`config.mk`:
```
export PLATFORM = sky130hd
export DESIGN_NAME = switch_controller
export DESIGN_NICKNAME = d
export VERILOG_FILES = /design/src/rtl/periph_pkg.sv /design/src/rtl/debounce_bit.sv /design/src/rtl/switch_controller.sv
export SDC_FILE = /design/constraint.sdc
export NUM_CORES = 1
export LEC_CHECK = 0
export CORE_ASPECT_RATIO = 1.75
export CORE_MARGIN = 2
export CORE_UTILIZATION = 57
export DETAILED_ROUTE_END_ITERATION = 10
export HOLD_SLACK_MARGIN = 0.05
export PLACE_DENSITY_LB_ADDON = 0.08
export SLEW_MARGIN = 10
export SYNTH_ARGS = -nofsm -noshare
export SYNTH_HDL_FRONTEND = slang
export SYNTH_SLANG_ARGS = --single-unit
```
`constraint.sdc`:
```
create_clock -name clk -period 2.7 [get_ports clk]
set_input_delay 0.405 -clock clk [delete_from_list [all_inputs] [get_ports clk]]
set_output_delay 0.405 -clock clk [all_outputs]
set_load 0.05 [all_outputs]
```
`src/rtl/periph_pkg.sv`:
```
// Shared constants for the DueProLogic board peripherals. Both the switch
// input controller and the LED output controller pull their defaults from here,
// so the board pin counts are defined in one place.
package periph_pkg;

  // 1 ms of stable input at the 50 MHz board clock.
  localparam int DEFAULT_DEBOUNCE_CNT = 50000;

  // Pin counts on the board headers.
  localparam int BOARD_N_SWITCHES = 8;
  localparam int BOARD_N_LEDS     = 8;

endpackage

```
`src/rtl/debounce_bit.sv`:
```
// One input bit: two-flop synchronizer, debounce counter, accepted level and
// single-cycle press/release pulses.
//
// Ports:
//   clk, rst   clock and synchronous active-high reset
//   en         low holds counter, level and pulses at 0 (synchronizer keeps running)
//   pin_n      raw active-low pin, asynchronous to clk
//   level      debounced active-high level
//   press      one-cycle pulse when level goes 0->1
//   rel_pulse  one-cycle pulse when level goes 1->0
module debounce_bit #(
  parameter int DEBOUNCE_CNT = 50000,
  parameter int CNT_W        = $clog2(DEBOUNCE_CNT + 1)
) (
  input  logic clk,
  input  logic rst,
  input  logic en,
  input  logic pin_n,
  output logic level,
  output logic press,
  output logic rel_pulse
);

  localparam logic [CNT_W-1:0] LAST_CNT = CNT_W'(DEBOUNCE_CNT - 1);

  logic             meta_reg;
  logic             sync_reg;
  logic [CNT_W-1:0] cnt_reg;
  logic             stable_reg;
  logic             press_reg;
  logic             rel_reg;

  always_ff @(posedge clk) begin
    if (rst) begin
      meta_reg   <= 1'b0;
      sync_reg   <= 1'b0;
      cnt_reg    <= '0;
      stable_reg <= 1'b0;
      press_reg  <= 1'b0;
      rel_reg    <= 1'b0;
    end else begin
      // Invert before the first flop so everything downstream is active-high.
      meta_reg <= ~pin_n;
      sync_reg <= meta_reg;

      if (!en) begin
        cnt_reg    <= '0;
        stable_reg <= 1'b0;
        press_reg  <= 1'b0;
        rel_reg    <= 1'b0;
      end else begin
        press_reg <= 1'b0;
        rel_reg   <= 1'b0;
        if (sync_reg == stable_reg) begin
          // Any return to the accepted level restarts the count.
          cnt_reg <= '0;
        end else if (cnt_reg == LAST_CNT) begin
          stable_reg <= sync_reg;
          cnt_reg    <= '0;
          // Pulses are registered alongside the level so they line up with it.
          press_reg  <= sync_reg;
          rel_reg    <= ~sync_reg;
        end else begin
          cnt_reg <= cnt_reg + CNT_W'(1);
        end
      end
    end
  end

  assign level     = stable_reg;
  assign press     = press_reg;
  assign rel_pulse = rel_reg;

endmodule

```
`src/rtl/switch_controller.sv`:
```
// Switch/push-button input peripheral. Debounces N active-low pins and presents
// clean levels, press/release pulses, and a sticky press-event register that the
// host clears with event_ack.
//
// Ports:
//   clk, rst       clock and synchronous active-high reset
//   en             block enable; low forces all state and outputs to idle
//   in_from_pin    raw active-low pins
//   state_out      debounced active-high levels
//   press_pulse    one-cycle pulses on accepted presses
//   release_pulse  one-cycle pulses on accepted releases
//   event_valid    high while event_data is non-zero
//   event_data     sticky OR of press pulses since the last ack
//   event_ack      clears event_data (presses in the same cycle are kept)
module switch_controller
  import periph_pkg::*;
#(
  parameter int N_INPUTS     = BOARD_N_SWITCHES,
  parameter int DEBOUNCE_CNT = DEFAULT_DEBOUNCE_CNT,
  parameter int CNT_W        = $clog2(DEBOUNCE_CNT + 1)
) (
  input  logic                clk,
  input  logic                rst,
  input  logic                en,
  input  logic [N_INPUTS-1:0] in_from_pin,
  output logic [N_INPUTS-1:0] state_out,
  output logic [N_INPUTS-1:0] press_pulse,
  output logic [N_INPUTS-1:0] release_pulse,
  output logic                event_valid,
  output logic [N_INPUTS-1:0] event_data,
  input  logic                event_ack
);

  logic [N_INPUTS-1:0] event_next;

  for (genvar gi = 0; gi < N_INPUTS; gi++) begin : g_bit
    debounce_bit #(
      .DEBOUNCE_CNT(DEBOUNCE_CNT),
      .CNT_W       (CNT_W)
    ) u_debounce (
      .clk      (clk),
      .rst      (rst),
      .en       (en),
      .pin_n    (in_from_pin[gi]),
      .level    (state_out[gi]),
      .press    (press_pulse[gi]),
      .rel_pulse(release_pulse[gi])
    );
  end

  // Ack clears first, then new presses are OR-ed in, so a press that lands in
  // the ack cycle survives.
  assign event_next = (event_ack ? '0 : event_data) | press_pulse;

  always_ff @(posedge clk) begin
    if (rst || !en) begin
      event_data  <= '0;
      event_valid <= 1'b0;
    end else begin
      event_data  <= event_next;
      event_valid <= |event_next;
    end
  end

endmodule

```
# [Word level (Yosys, flattened, before mapping)]
# Index checks and enable logic that the tools add are counted.
# W data, S select, Z words.
[word_totals] reg_bits=177
[op_classes] n_addsub=8 eq_ne=16 n_mux=1 bitwise=34 n_reduce_logical=28
[ops] op="$add A16 B1 Y16 const B" n=8
[ops] op="$eq A16 B16 Y1 const B" n=8
[ops] op="$reduce_or A4 Y1" n=16
[ops] op="$not A1 Y1" n=33
[ops] op="$reduce_and A2 Y1" n=8
[ops] op="$eq A1 B1 Y1" n=8
[ops] op="$mux W8" n=1
[ops] op="$or A8 B8 Y8" n=1
[ops] op="$reduce_or A8 Y1" n=1
[ops] op="$reduce_or A2 Y1" n=1
[ops] op="$logic_not A1 Y1" n=1
[ops] op="$logic_or A1 B1 Y1" n=1

# [Longest topological paths before layout]
# Gate-level depths: netlist of the first run.
[logic_depth] depth_word=3 mapped_depth=7

# [Hierarchy]
# A second synthesis of the first run with hierarchy kept.
[hier_totals] hier_cells=777 area_unflattened_um2=7880.1
[by_module_without_submodules] mod="debounce_bit at g_bit[0].u_debounce ..." instances=7 cells_each=93 area_per_inst_um2=948.4 seq_area_each_um2=420.4
[by_module_without_submodules] mod="debounce_bit at g_bit[7].u_debounce" instances=1 cells_each=92 area_per_inst_um2=934.6 seq_area_each_um2=420.4
[by_module_without_submodules] mod="switch_controller" instances=1 cells_each=34 area_per_inst_um2=306.5 seq_area_each_um2=180.2

# [Least setup slack after synthesis of the first run]
# OpenSTA, ideal clock, no wires.
[synth_timing] path_type="reg-to-reg" from="register g_bit[1].u_debounce.cnt_reg[4]" to="register g_bit[1].u_debounce.cnt_reg[12]" setup_time_ns=0.115 t_arrival_ns=1.785 slack_ns=0.801 stages_incl_launch_ff=6 cell_sequence="dfxtp_1 -> or4b_2 -> or4_4 -> nand2_2 -> buf_6 -> nor2_1"
[synth_between] elab_chain_cells=2 elab_cells_between_ends=3 cone_classes="add/sub: 1; eq/ne: 1; reduce/logical: 1"
[synth_lines] item="from (decl)" line="debounce_bit.sv:28" text="logic [CNT_W-1:0] cnt_reg;"
[synth_lines] item="from (signal assigned)" line="debounce_bit.sv:64" text="cnt_reg <= cnt_reg + CNT_W'(1);"
[synth_lines] item="branches (longest 2 deep; another with $add A16 B1 Y16)"
# Several ways; the timed one is not identified.
# A chain may end at the register's enable or synchronous reset.

# [Worst setup path after layout of the first run]
[layout_timing] from="register g_bit[2].u_debounce.cnt_reg[0]" to="register g_bit[2].u_debounce.cnt_reg[8]"
[layout_between] elab_chain_cells=2 elab_cells_between_ends=3 cone_classes="add/sub: 1; eq/ne: 1; reduce/logical: 1"
[layout_lines] item="from (decl)" line="debounce_bit.sv:28"
[layout_lines] item="from (signal assigned)" line="debounce_bit.sv:64"
[layout_lines] item="branches (longest 2 deep; another with $add A16 B1 Y16)"
# Several ways; the timed one is not identified.

==> summary.md, run 1 <==
| Metric | Value |
|---|---|
| Max FFs per register | `about 130` |
| Post-CTS Setup Inserts | `0` |
| Die X-Extent | `90.0 um` |
| Hold buffer count at cts | `0` |
| Status | `complete, no violations` |
| MaxCap Viol Count | `0` |
| Post-synth cell types | `42` |
| Critical path launch point type | `flip-flop` |
| Yosys warns | `0` |
| Min-delay src | `g_bit[0].u_debounce.meta_reg$_SDFF_PP0_` |
| Tmin final | `2.25 ns` |
| Pin count of the biggest net entering global routing | `18` |
| Placed cell areas | `7810 sq um` |
| Post-route cell area | `8420 sq um` |
| Clock power share | `0.483` |
| RD Place Congestion | `0.814` |
| Drt total wl | `around 14,000 um` |
| DR WL/cell | `roughly 14 um` |
| Mapped Nets | `839` |
| ANT nets after route | `0` |
| Rows | `55` |
| Via Count | `between 5k and 6k` |
| Flop pwr share | `0.505` |
| Crit path DAT | `around 2.5 ns` |
| Remaining DRCs | `0` |
| Slowest CP cell | `or4_1` |
| Vias/cell | `5.45` |
| Worst-skew pair later-pin latency | `0.42 ns` |
| Vias in the first global route | `5,633` |
| GRT Residual Overflow | `0` |
| RSZ-0062 raised after global routing | `no` |
| Syn Std Cell Area | `7380 sq um` |
| Max frequency | `444 MHz` |
| H-tree levels | `4` |
| Nets | `867` |
| Switching pwr | `1050 uW` |
| Setup-failing EPs final | `0` |
| Core Area | `12,800 sq um` |
| Rel. slew slack | `0.578` |
| Leak | `0.00258 uW` |
| First-pass GRT wire length | `24,600 um` |
| Hold Fails Final Rpt | `0` |
| Worst-path clk slew | `~0.060 ns` |
| CTS buffer count | `17` |
| FF+latch count, synth | `approximately 180` |
| Share of layout cells above drive strength 1 | `0.0535` |
| CP Cell Sequence | `ha_1 > nand3_1 > or4_1 > o21ai_2 > nor2_1` |
| Worst reg2reg path startpoint | `g_bit[2].u_debounce.cnt_reg[0]$_SDFF_PP0_` |
| Tightest Pin Transition | `0.632 ns` |
| CP peak stage delay | `around 0.62 ns` |
| Hold Path Depth | `1` |
| Initial antenna violation count | `0` |
| Largest fanout on the critical path | `15` |
| Commonest non-fill, non-tap cell in the layout | `dfxtp_1` |
| Worst Hold End | `g_bit[0].u_debounce.sync_reg$_SDFF_PP0_` |
| Critical Path Sink Type | `flip-flop` |
| TNS Setup | `0 ns` |
| Peak VDD IR | `0.000398 V` |
| WP data required | `between 2 and 3 ns` |
| Worst R2R Path Depth | `5` |
| Crit Reg-Reg Endpoint | `g_bit[2].u_debounce.cnt_reg[8]$_SDFF_PP0_` |
| Worst hold-check path type | `flip-flop to flip-flop` |
| Pwr/cell area | `618 nW/um^2` |
| Root Driver | `clkbuf_16` |
| GRT Overall Usage | `0.212` |
| Switching Fraction | `0.201` |
| Clock skew | `0.0127 ns` |
| Top_reg_cell synth | `dfxtp_1` |
| Sink Count | `177` |
| PortBufs | `44` |
| DR iter-0 viols | `between 200 and 300` |
| Synth async-reset ratio | `0` |
| Tcrit/Tclk final | `0.835` |
| DP HPWL | `10,400 um` |
| CTS tree | `done` |
| IO Pins | `45` |
| R2r setup slk | `0.45 ns` |
| Fillers | `1,057` |
| Syn Area/Cell | `9.02 sq um` |
| First drt pass iteration count | `4` |
| Post_cts resized | `0` |
| Initial Util | `0.577` |
| Comb pwr share | `0.011` |
| Post-Syn Instances | `819` |
| Synthesis-to-layout area growth | `14.0%` |
| Die height | `155 um` |
| Crit path kind | `flip-flop to flip-flop` |
| Diodes inserted | `0` |
| Most frequent cells in the layout | `dfxtp_1 (177), nor2_1 (159), xnor2_1 (80)` |
| Internal Pwr Total | `4160 uW` |
| Die area | `13,900 sq um` |
| Count of pins over their slew limit | `0` |
| EDFF count, synth | `0` |
| Clock buffer depth | `2` |
| Seq/Total Area, Yosys | `0.480` |
worst max-delay path by stage:
stage,slack [ns],to,from,depth (start not counted)
floorplan,0.80,g_bit[1].u_debounce.cnt_reg[12]$_SDFF_PP0_,g_bit[1].u_debounce.cnt_reg[4]$_SDFF_PP0_,5
global placement,0.54,g_bit[2].u_debounce.cnt_reg[8]$_SDFF_PP0_,g_bit[2].u_debounce.cnt_reg[0]$_SDFF_PP0_,5
detailed placement,0.44,g_bit[2].u_debounce.cnt_reg[12]$_SDFF_PP0_,g_bit[2].u_debounce.cnt_reg[0]$_SDFF_PP0_,5
CTS,0.41,g_bit[2].u_debounce.cnt_reg[8]$_SDFF_PP0_,g_bit[2].u_debounce.cnt_reg[0]$_SDFF_PP0_,5
global route,0.26,g_bit[2].u_debounce.cnt_reg[10]$_SDFF_PP0_,g_bit[2].u_debounce.cnt_reg[0]$_SDFF_PP0_,5
finish,0.45,g_bit[2].u_debounce.cnt_reg[8]$_SDFF_PP0_,g_bit[2].u_debounce.cnt_reg[0]$_SDFF_PP0_,5
area by class of cell:
cell class,instances,area (sq um),share of cell area
sequential,177,3540,0.421
tap,171,214,0.0254
timing repair buffer,48,470,0.0559
multi-input combinational,581,3500,0.415
inverter,22,82.6,0.00981
clock buffer,20,457,0.0542
clock inverter,12,158,0.0187
cell families (layout without fill, tap and decap cells):
kind of cell             count (synthesis)  in the layout  synth area share
flip-flops                             177            177             0.480
adder cells (fa/ha/maj)                  8              8            0.0136
AND/OR/NAND/NOR                        427            427             0.300
multiplexers                             6              6           0.00813
AO/OA/AOI/OAI                           31             31            0.0222
buffers and inverters                   61            102            0.0466
XOR/XNOR                               109            109             0.129
power groups by stage:
stage / registers (uW) / clock network (uW) / logic, uW
final: 2630 / 2520 / 59.0
after CTS: 2630 / 2560 / 60.0
after detailed placement: 2690 / 0 / 59.9
after global placement: 2690 / 0 / 58.9
after floorplan: 2690 / 0 / 32.2
after global routing: 2630 / 2660 / 65.7
worst max-delay path, delay by kind of cell (launching register included):
kind	cells	cell delay [ns]
AO/OA/AOI/OAI	1	0.50
flip-flops	1	0.39
AND/OR/NAND/NOR	3	1.00
adder cells (fa/ha/maj)	1	0.22
synthesized netlist by cell type (2+ instances only):
cell type,instances,area share
a21oi_1,21,0.014
and2_1,6,0.0051
and3_1,12,0.010
and4_1,6,0.0071
and4b_1,3,0.0041
buf_2,2,0.0014
buf_4,26,0.026
buf_6,2,0.0031
clkbuf_1,9,0.0046
dfxtp_1,177,0.48
ha_1,8,0.014
inv_1,21,0.011
mux2i_1,6,0.0081
nand2_1,28,0.014
nand2b_1,16,0.014
nand3_1,48,0.033
nand4_1,37,0.031
nand4b_1,4,0.0047
nor2_1,159,0.081
nor2b_1,10,0.0085
nor3_1,29,0.020
nor3b_1,4,0.0041
nor4_1,31,0.026
nor4b_1,2,0.0024
nor4bb_1,2,0.0027
o21ai_0,7,0.0047
o21ai_2,2,0.0024
or2_2,2,0.0017
or3_1,7,0.0059
or4_1,11,0.011
or4_4,2,0.0031
or4bb_1,2,0.0031
xnor2_1,80,0.095
xor2_1,29,0.034
layer usage:
metal / vias to the layer above / part of all wire / track usage
li1: 2844 / - / -
met1: 2655 / 0.42 / 0.227
met2: 102 / 0.54 / 0.400
met3: 18 / 0.025 / 0.0448
met4: 0 / 0.017 / 0.0894
met5: - / 0 / 0
metrics by stage:
| stage | hold WS, ns | util | total power, uW | instances | worst slack (ns) |
|---|---|---|---|---|---|
| floorplan | 0.414 | - | 2720 | 819 | 0.801 |
| global placement | 0.418 | 0.610 | 2750 | 999 | 0.541 |
| detailed placement | 0.430 | 0.610 | 2750 | 999 | 0.442 |
| CTS | 0.445 | 0.658 | 5250 | 1031 | 0.409 |
| global route | 0.461 | 0.658 | 5360 | 1031 | 0.261 |
| finish | 0.438 | 0.658 | 5210 | 1031 | 0.446 |
Power figures use the tool's default switching activity.
==> run 2, diff against run 1 <==
==> constraint.sdc (replaced) <==
create_clock -name clk -period 2.1 [get_ports clk]
set_input_delay 0.315 -clock clk [delete_from_list [all_inputs] [get_ports clk]]
set_output_delay 0.315 -clock clk [all_outputs]
set_load 0.05 [all_outputs]
==> run 2 against run 1 <==
Worst setup slack worse by 0.34 ns. Clock power grew 25%. Via count is 0.44% higher. Wire length is 1.9% lower. Combinational power increased by 42%. Global-route usage shrank 0.094 points. Critical path depth decreased by 4. Register-to-register slack got worse by 0.32 ns. Utilization increased by 0.85 points. Flip-flop and latch count unchanged. Critical endpoint is now state_out[4].
==> summary.md, run 2 (synthesis gave the netlist of run 1 again) <==
| Metric | Value |
|---|---|
| Largest fanout on the critical path | `5 (-10)` |
| Crit path DAT | `1.68 ns (-0.85 ns)` |
| Worst path depth | `1 (-4)` |
| Sink Count | `177 (unchanged)` |
| CP top delay family | `buffers and inverters` |
| Clock buffer depth | `2 (unchanged)` |
| Tcrit/Tclk final | `0.951` |
| Worst-skew pair later-pin latency | `0.41 ns (about the same)` |
| Die X-Extent | `90.0 um (unchanged)` |
| Initial Util | `0.577 (unchanged)` |
| Peak VDD IR | `0.000622 V (+56%)` |
| ANT nets after route | `0 (unchanged)` |
| IO Pins | `45 (unchanged)` |
| RD Place Congestion | `0.868 (+6.7%)` |
| Worst hold-check path type | `primary input to flip-flop` |
| Status | `complete, no violations` |
| Vias/cell | `5.41 (-0.81%)` |
| Max FFs per register | `128 (unchanged)` |
| Via Count | `5,644 (+0.44%)` |
| Rel. slew slack | `0.647 (+0.0691)` |
| CTS tree | `done` |
| Clock power share | `0.477 (-0.006)` |
| Crit path kind | `flip-flop to output port` |
| R2r setup slk | `0.13 ns (-0.32 ns)` |
| Critical path launch point type | `flip-flop` |
| DP HPWL | `10,300 um (-0.83%)` |
| Worst R2R Path Depth | `4 (-1)` |
| Diodes inserted | `0 (unchanged)` |
| Fillers | `1,063 (+0.57%)` |
| Pre-CTS setup slack | `0.0610 ns (-0.381 ns)` |
| First drt pass iteration count | `4 (unchanged)` |
| Share of layout cells above drive strength 1 | `0.0687 (+0.0152)` |
| Vias in the first global route | `5,651 (+0.32%)` |
| GRT Residual Overflow | `0 (unchanged)` |
| Count of pins over their slew limit | `0 (unchanged)` |
| CTS buffer count | `17 (unchanged)` |
| Core Area | `12,800 sq um (unchanged)` |
| CP Cell Sequence | `clkdlybuf4s50_1` |
| DR WL/cell | `13.6 um (-3.2%)` |
| Worst reg2reg path startpoint | `g_bit[1].u_debounce.cnt_reg[4]$_SDFF_PP0_` |
| RSZ-0062 raised after global routing | `no` |
| Critical path endpoint | `state_out[4]` |
| WP buf/inv | `1 (+1)` |
| Drt total wl | `14,200 um (-1.9%)` |
| Multi-input logic area | `3500 sq um (+0.14%)` |
| TNS Setup | `0 ns (unchanged)` |
| Internal Pwr Total | `5210 uW (+25%)` |
| Critical Path Sink Type | `output port` |
| Hold Fails Final Rpt | `0 (unchanged)` |
| Die height | `155 um (unchanged)` |
| MaxCap Viol Count | `0 (unchanged)` |
| Setup-failing EPs final | `0 (unchanged)` |
| DR iter-0 viols | `255 (-9.6%)` |
| H-tree levels | `4 (unchanged)` |
| Most frequent cells in the layout | `dfxtp_1 (177), nor2_1 (159), xnor2_1 (80)` |
| PortBufs | `44 (unchanged)` |
| Comb pwr share | `0.013 (+0.002)` |
| CP peak stage delay | `0.86 ns (+0.24 ns)` |
| Fin worst setup slack | `0.104 ns (-0.342 ns)` |
| Pin count of the biggest net entering global routing | `31 (+13)` |
| Crit Reg-Reg Endpoint | `g_bit[1].u_debounce.cnt_reg[6]$_SDFF_PP0_` |
| Root Driver | `clkbuf_16` |
| Pwr Total | `6630 uW (+27%)` |
| Rows | `55 (unchanged)` |
| Post-CTS Setup Inserts | `0 (unchanged)` |
| Slowest CP cell | `clkdlybuf4s50_1` |
| Max frequency | `~500 MHz` |
| Nets | `880 (+1.5%)` |
| Synthesis-to-layout area growth | `15.5%` |
| Tightest Pin Transition | `0.528 ns (-0.103 ns)` |
| WP data required | `1.78 ns (-1.20 ns)` |
| Remaining DRCs | `0 (unchanged)` |
| Setup crit start | `g_bit[4].u_debounce.level$_SDFFE_PP0P_` |
| Leak | `0.00266 uW (+3.1%)` |
| Switching pwr | `1420 uW (+36%)` |
| Tmin final | `2.00 ns` |
| Flop pwr share | `0.510 (+0.005)` |
| GRT Overall Usage | `0.211 (-0.000940)` |
| Worst-path clk slew | `0.07 ns (about the same)` |
| Switching Fraction | `0.215 (+0.0136)` |
| Clock skew | `0.0116 ns (-0.00111 ns)` |
| Initial antenna violation count | `0 (unchanged)` |
| Die area | `13,900 sq um (unchanged)` |
| Pwr/cell area | `777 nW/um^2 (+26%)` |
| Commonest non-fill, non-tap cell in the layout | `dfxtp_1` |
| Hold WS | `0.403 ns (-0.0350 ns)` |
| Core Util, Final | `0.666 (+0.00850)` |
| Storage cell area | `3540 sq um (unchanged)` |
| First-pass GRT wire length | `24,600 um (-0.11%)` |
[run 2: cell types whose count changed in the layout (fill, tap and decap cells not counted), sizes merged]
cell	delta
buf	+13
bufinv	-1
clkbuf	-3
clkinvlp	-4
inv	+8
[run 2: what timing repair did]
action	CTS	global route
endpoints found under the setup margin	0	15
gates resized for setup	0	1
hold buffers	0	0
[run 2: routing by layer]
metal  vias to the layer above  GRT usage  wire length, um  part of all wire
met1                      2659      0.229             5840              0.41
met5                         -          0                0                 0
met4                         0     0.0813              211             0.015
met3                        15     0.0404              459             0.032
li1                       2870          -                -                 -
met2                       100      0.401             7670              0.54
[run 2: worst reg2reg max path: stages, from the launching register on]
cell     delay (ns)
dfxtp_1        0.36
or4b_2         0.69
or4_4          0.54
nand2_4        0.19
nor2_1         0.08
[run 2: metrics by stage]
stage | cells | area, sq um
4_1_cts | 1044 | 8520
3_5_place_dp | 1012 | 7930
3_3_place_gp | 1012 | 7930
5_1_grt | 1044 | 8530
2_1_floorplan | 819 | 7380
6_report | 1044 | 8530
[run 2: cell type report]
| class | count | share of cell area |
|---|---|---|
| tap | 171 | 0.0251 |
| sequential | 177 | 0.415 |
| inverter | 22 | 0.00968 |
| clock buffer | 17 | 0.0499 |
| timing repair buffer | 61 | 0.0695 |
| clock inverter | 15 | 0.0200 |
| multi-input combinational | 581 | 0.410 |
[run 2: power by group through the flow]
stage | Combinational [uW] | Clock [uW] | Sequential (uW)
after floorplan | 41.4 | 0 | 3460
after global routing | 93.2 | 3380 | 3380
after global placement | 83.3 | 0 | 3460
after CTS | 84.7 | 3230 | 3380
after detailed placement | 84.5 | 0 | 3460
final | 83.6 | 3160 | 3380
[run 2: worst min-delay path by stage]
stage                                             from  slack, ns  cells past startpoint                                 endpoint
2_1_floorplan                           in_from_pin[0]       0.38                      1  g_bit[0].u_debounce.meta_reg$_SDFF_PP0_
3_3_place_gp   g_bit[0].u_debounce.meta_reg$_SDFF_PP0_       0.42                      1  g_bit[0].u_debounce.sync_reg$_SDFF_PP0_
3_5_place_dp   g_bit[0].u_debounce.meta_reg$_SDFF_PP0_       0.42                      1  g_bit[0].u_debounce.sync_reg$_SDFF_PP0_
4_1_cts                                 in_from_pin[3]       0.39                      2  g_bit[3].u_debounce.meta_reg$_SDFF_PP0_
5_1_grt                                 in_from_pin[7]       0.40                      2  g_bit[7].u_debounce.meta_reg$_SDFF_PP0_
6_report                                in_from_pin[3]       0.40                      2  g_bit[3].u_debounce.meta_reg$_SDFF_PP0_
==> run 3, diff against run 2 <==
--- a/config.mk
+++ b/config.mk
@@ -10,8 +10,10 @@
 export CORE_UTILIZATION = 57
 export DETAILED_ROUTE_END_ITERATION = 10
 export HOLD_SLACK_MARGIN = 0.05
+export MAX_ROUTING_LAYER = met4
 export PLACE_DENSITY_LB_ADDON = 0.08
 export SLEW_MARGIN = 10
 export SYNTH_ARGS = -nofsm -noshare
 export SYNTH_HDL_FRONTEND = slang
 export SYNTH_SLANG_ARGS = --single-unit
+export TNS_END_PERCENT = 100
==> run 3 against run 2 <==
Critical path depth unchanged. Fmax hardly changed. Non-clock buffer count unchanged. Flip-flop and latch count stayed put. Clock power about the same. Largest cell class unchanged. Largest power group unchanged.
==> summary.md, run 3 (synthesis gave the netlist of run 1 again) <==
| Metric | Value |
|---|---|
| Peak VDD IR | `0.000623 V (+0.11%)` |
| Die height | `155 um (unchanged)` |
| Clock power share | `0.477 (about the same)` |
| Rel. slew slack | `0.647 (unchanged)` |
| Worst-path clk slew | `0.07 ns (about the same)` |
| Vias/cell | `5.40 (-0.16%)` |
| Commonest non-fill, non-tap cell in the layout | `dfxtp_1` |
| Share of layout cells above drive strength 1 | `0.0687 (unchanged)` |
| Core Area | `12,800 sq um (unchanged)` |
| Count of pins over their slew limit | `0 (unchanged)` |
| Critical Path Sink Type | `output port` |
| Pin count of the biggest net entering global routing | `31 (unchanged)` |
| Synthesis-to-layout area growth | `15.5% (unchanged)` |
| TNS Setup | `0 ns (unchanged)` |
| Storage cell area | `3540 sq um (unchanged)` |
| RD Place Congestion | `0.883 (+1.6%)` |
| ANT nets after route | `0 (unchanged)` |
| PortBufs | `44 (unchanged)` |
| CTS buffer count | `17 (unchanged)` |
| Remaining DRCs | `0 (unchanged)` |
| Tcrit/Tclk final | `0.951 (about the same)` |
| Clock skew | `0.0117 ns (+0.000102 ns)` |
| Leak | `0.00266 uW (unchanged)` |
| Pwr/cell area | `777 nW/um^2 (about the same)` |
| CTS tree | `done` |
| Drt total wl | `14,100 um (-0.26%)` |
| Hold Fails Final Rpt | `0 (unchanged)` |
| Internal Pwr Total | `5210 uW (about the same)` |
| GRT Overall Usage | `0.217 (+0.00610)` |
| Die area | `13,900 sq um (unchanged)` |
| Largest fanout on the critical path | `5 (unchanged)` |
| Initial Util | `0.577 (unchanged)` |
| DR iter-0 viols | `201 (-21%)` |
| Post-CTS Setup Inserts | `0 (unchanged)` |
| Placed insts | `1,012 (unchanged)` |
| Nets | `880 (unchanged)` |
| Flop pwr share | `0.510 (about the same)` |
| Crit path kind | `flip-flop to output port` |
| Tmin final | `2.00 ns (+0.000882 ns)` |
| Rows | `55 (unchanged)` |
| First drt pass iteration count | `5 (+1)` |
| IO Pins | `45 (unchanged)` |
| CP Cell Sequence | `clkdlybuf4s50_1` |
| Clock buffer depth | `2 (unchanged)` |
| First-pass GRT wire length | `24,600 um (about the same)` |
| DP HPWL | `10,300 um (unchanged)` |
| CP peak stage delay | `0.86 ns (about the same)` |
| WP buf/inv | `1 (unchanged)` |
| Setup-failing EPs final | `0 (unchanged)` |
| Status | `complete, no violations` |
| Die X-Extent | `90.0 um (unchanged)` |
| R2r setup slk | `0.13 ns (about the same)` |
| Sink Count | `177 (unchanged)` |
| Initial antenna violation count | `0 (unchanged)` |
| WP data required | `1.78 ns (about the same)` |
| RSZ-0062 raised after global routing | `no` |
| Multi-input logic area | `3500 sq um (unchanged)` |
| Max FFs per register | `128 (unchanged)` |
| Slowest CP cell | `clkdlybuf4s50_1` |
| Switching Fraction | `0.215 (about the same)` |
| Diodes inserted | `0 (unchanged)` |
| DR WL/cell | `13.5 um (-0.26%)` |
| Via Count | `5,635 (-0.16%)` |
| Crit path DAT | `1.68 ns (about the same)` |
| Worst-skew pair later-pin latency | `0.41 ns (about the same)` |
| Most frequent cells in the layout | `dfxtp_1 (177), nor2_1 (159), xnor2_1 (80)` |
| Vias in the first global route | `5,637 (-0.25%)` |
| CP top delay family | `buffers and inverters` |
| Root Driver | `clkbuf_16` |
| H-tree levels | `4 (unchanged)` |
| Comb pwr share | `0.013 (about the same)` |
| Final cell count without fillers | `1,044 (unchanged)` |
| Critical path launch point type | `flip-flop` |
| Switching pwr | `1420 uW (about the same)` |
| Tightest Pin Transition | `0.528 ns (unchanged)` |
| Max frequency | `501 MHz (about the same)` |
| Fillers | `1,063 (unchanged)` |
| MaxCap Viol Count | `0 (unchanged)` |
| GRT Residual Overflow | `0 (unchanged)` |
| Worst hold-check path type | `primary input to flip-flop` |
run 3: cell counts in the layout (fill, tap and decap cells not counted):
Identical to the previous run, type by type.
run 3: worst paths after layout:
kind,from,endpoint,cells past startpoint
setup / recovery,g_bit[4].u_debounce.level$_SDFFE_PP0P_,state_out[4],1
hold / removal,in_from_pin[3],g_bit[3].u_debounce.meta_reg$_SDFF_PP0_,2
setup reg to reg,g_bit[6].u_debounce.cnt_reg[10]$_SDFF_PP0_,g_bit[6].u_debounce.cnt_reg[1]$_SDFF_PP0_,4
hold reg to reg,g_bit[0].u_debounce.meta_reg$_SDFF_PP0_,g_bit[0].u_debounce.sync_reg$_SDFF_PP0_,1
run 3: routing by layer:
layer	GRT usage	vias to the layer above	routed length [um]
met5	-	-	0
met4	0.0813	0	223
met3	0.0399	19	432
met2	0.400	98	7630
met1	0.229	2643	5860
li1	-	2875	-
run 3: timing repair:
action / CTS / global route
hold buffers: 0 / 0
endpoints found under the setup margin: 0 / 15
gates resized for setup: 0 / 1
run 3: metrics by stage:
step                      hold slack (ns)   util  total power [uW]  setup slack (ns)  instance area, sq um
after detailed placement            0.424  0.619              3540            0.0610                  7930
final                               0.404  0.666              6630             0.103                  8530
after floorplan                     0.382      -              3500             0.201                  7380
after global routing                0.404  0.666              6850            0.0340                  8530
after CTS                           0.393  0.666              6700            0.0429                  8520
after global placement              0.421  0.619              3540             0.131                  7930
run 3: cell type report:
| class | instances | area share |
|---|---|---|
| Clock inverter | 15 | 0.0200 |
| Timing Repair Buffer | 61 | 0.0695 |
| Sequential cell | 177 | 0.415 |
| Clock buffer | 17 | 0.0499 |
| Inverter | 22 | 0.00968 |
| Multi-Input combinational cell | 581 | 0.410 |
| Tap cell | 171 | 0.0251 |
run 3: power groups by stage:
stage | Clock [uW] | Sequential [uW] | Combinational (uW)
3_3_place_gp | 0 | 3460 | 83.3
3_5_place_dp | 0 | 3460 | 84.5
5_1_grt | 3380 | 3380 | 93.1
4_1_cts | 3230 | 3380 | 84.7
2_1_floorplan | 0 | 3460 | 41.4
6_report | 3160 | 3380 | 83.7
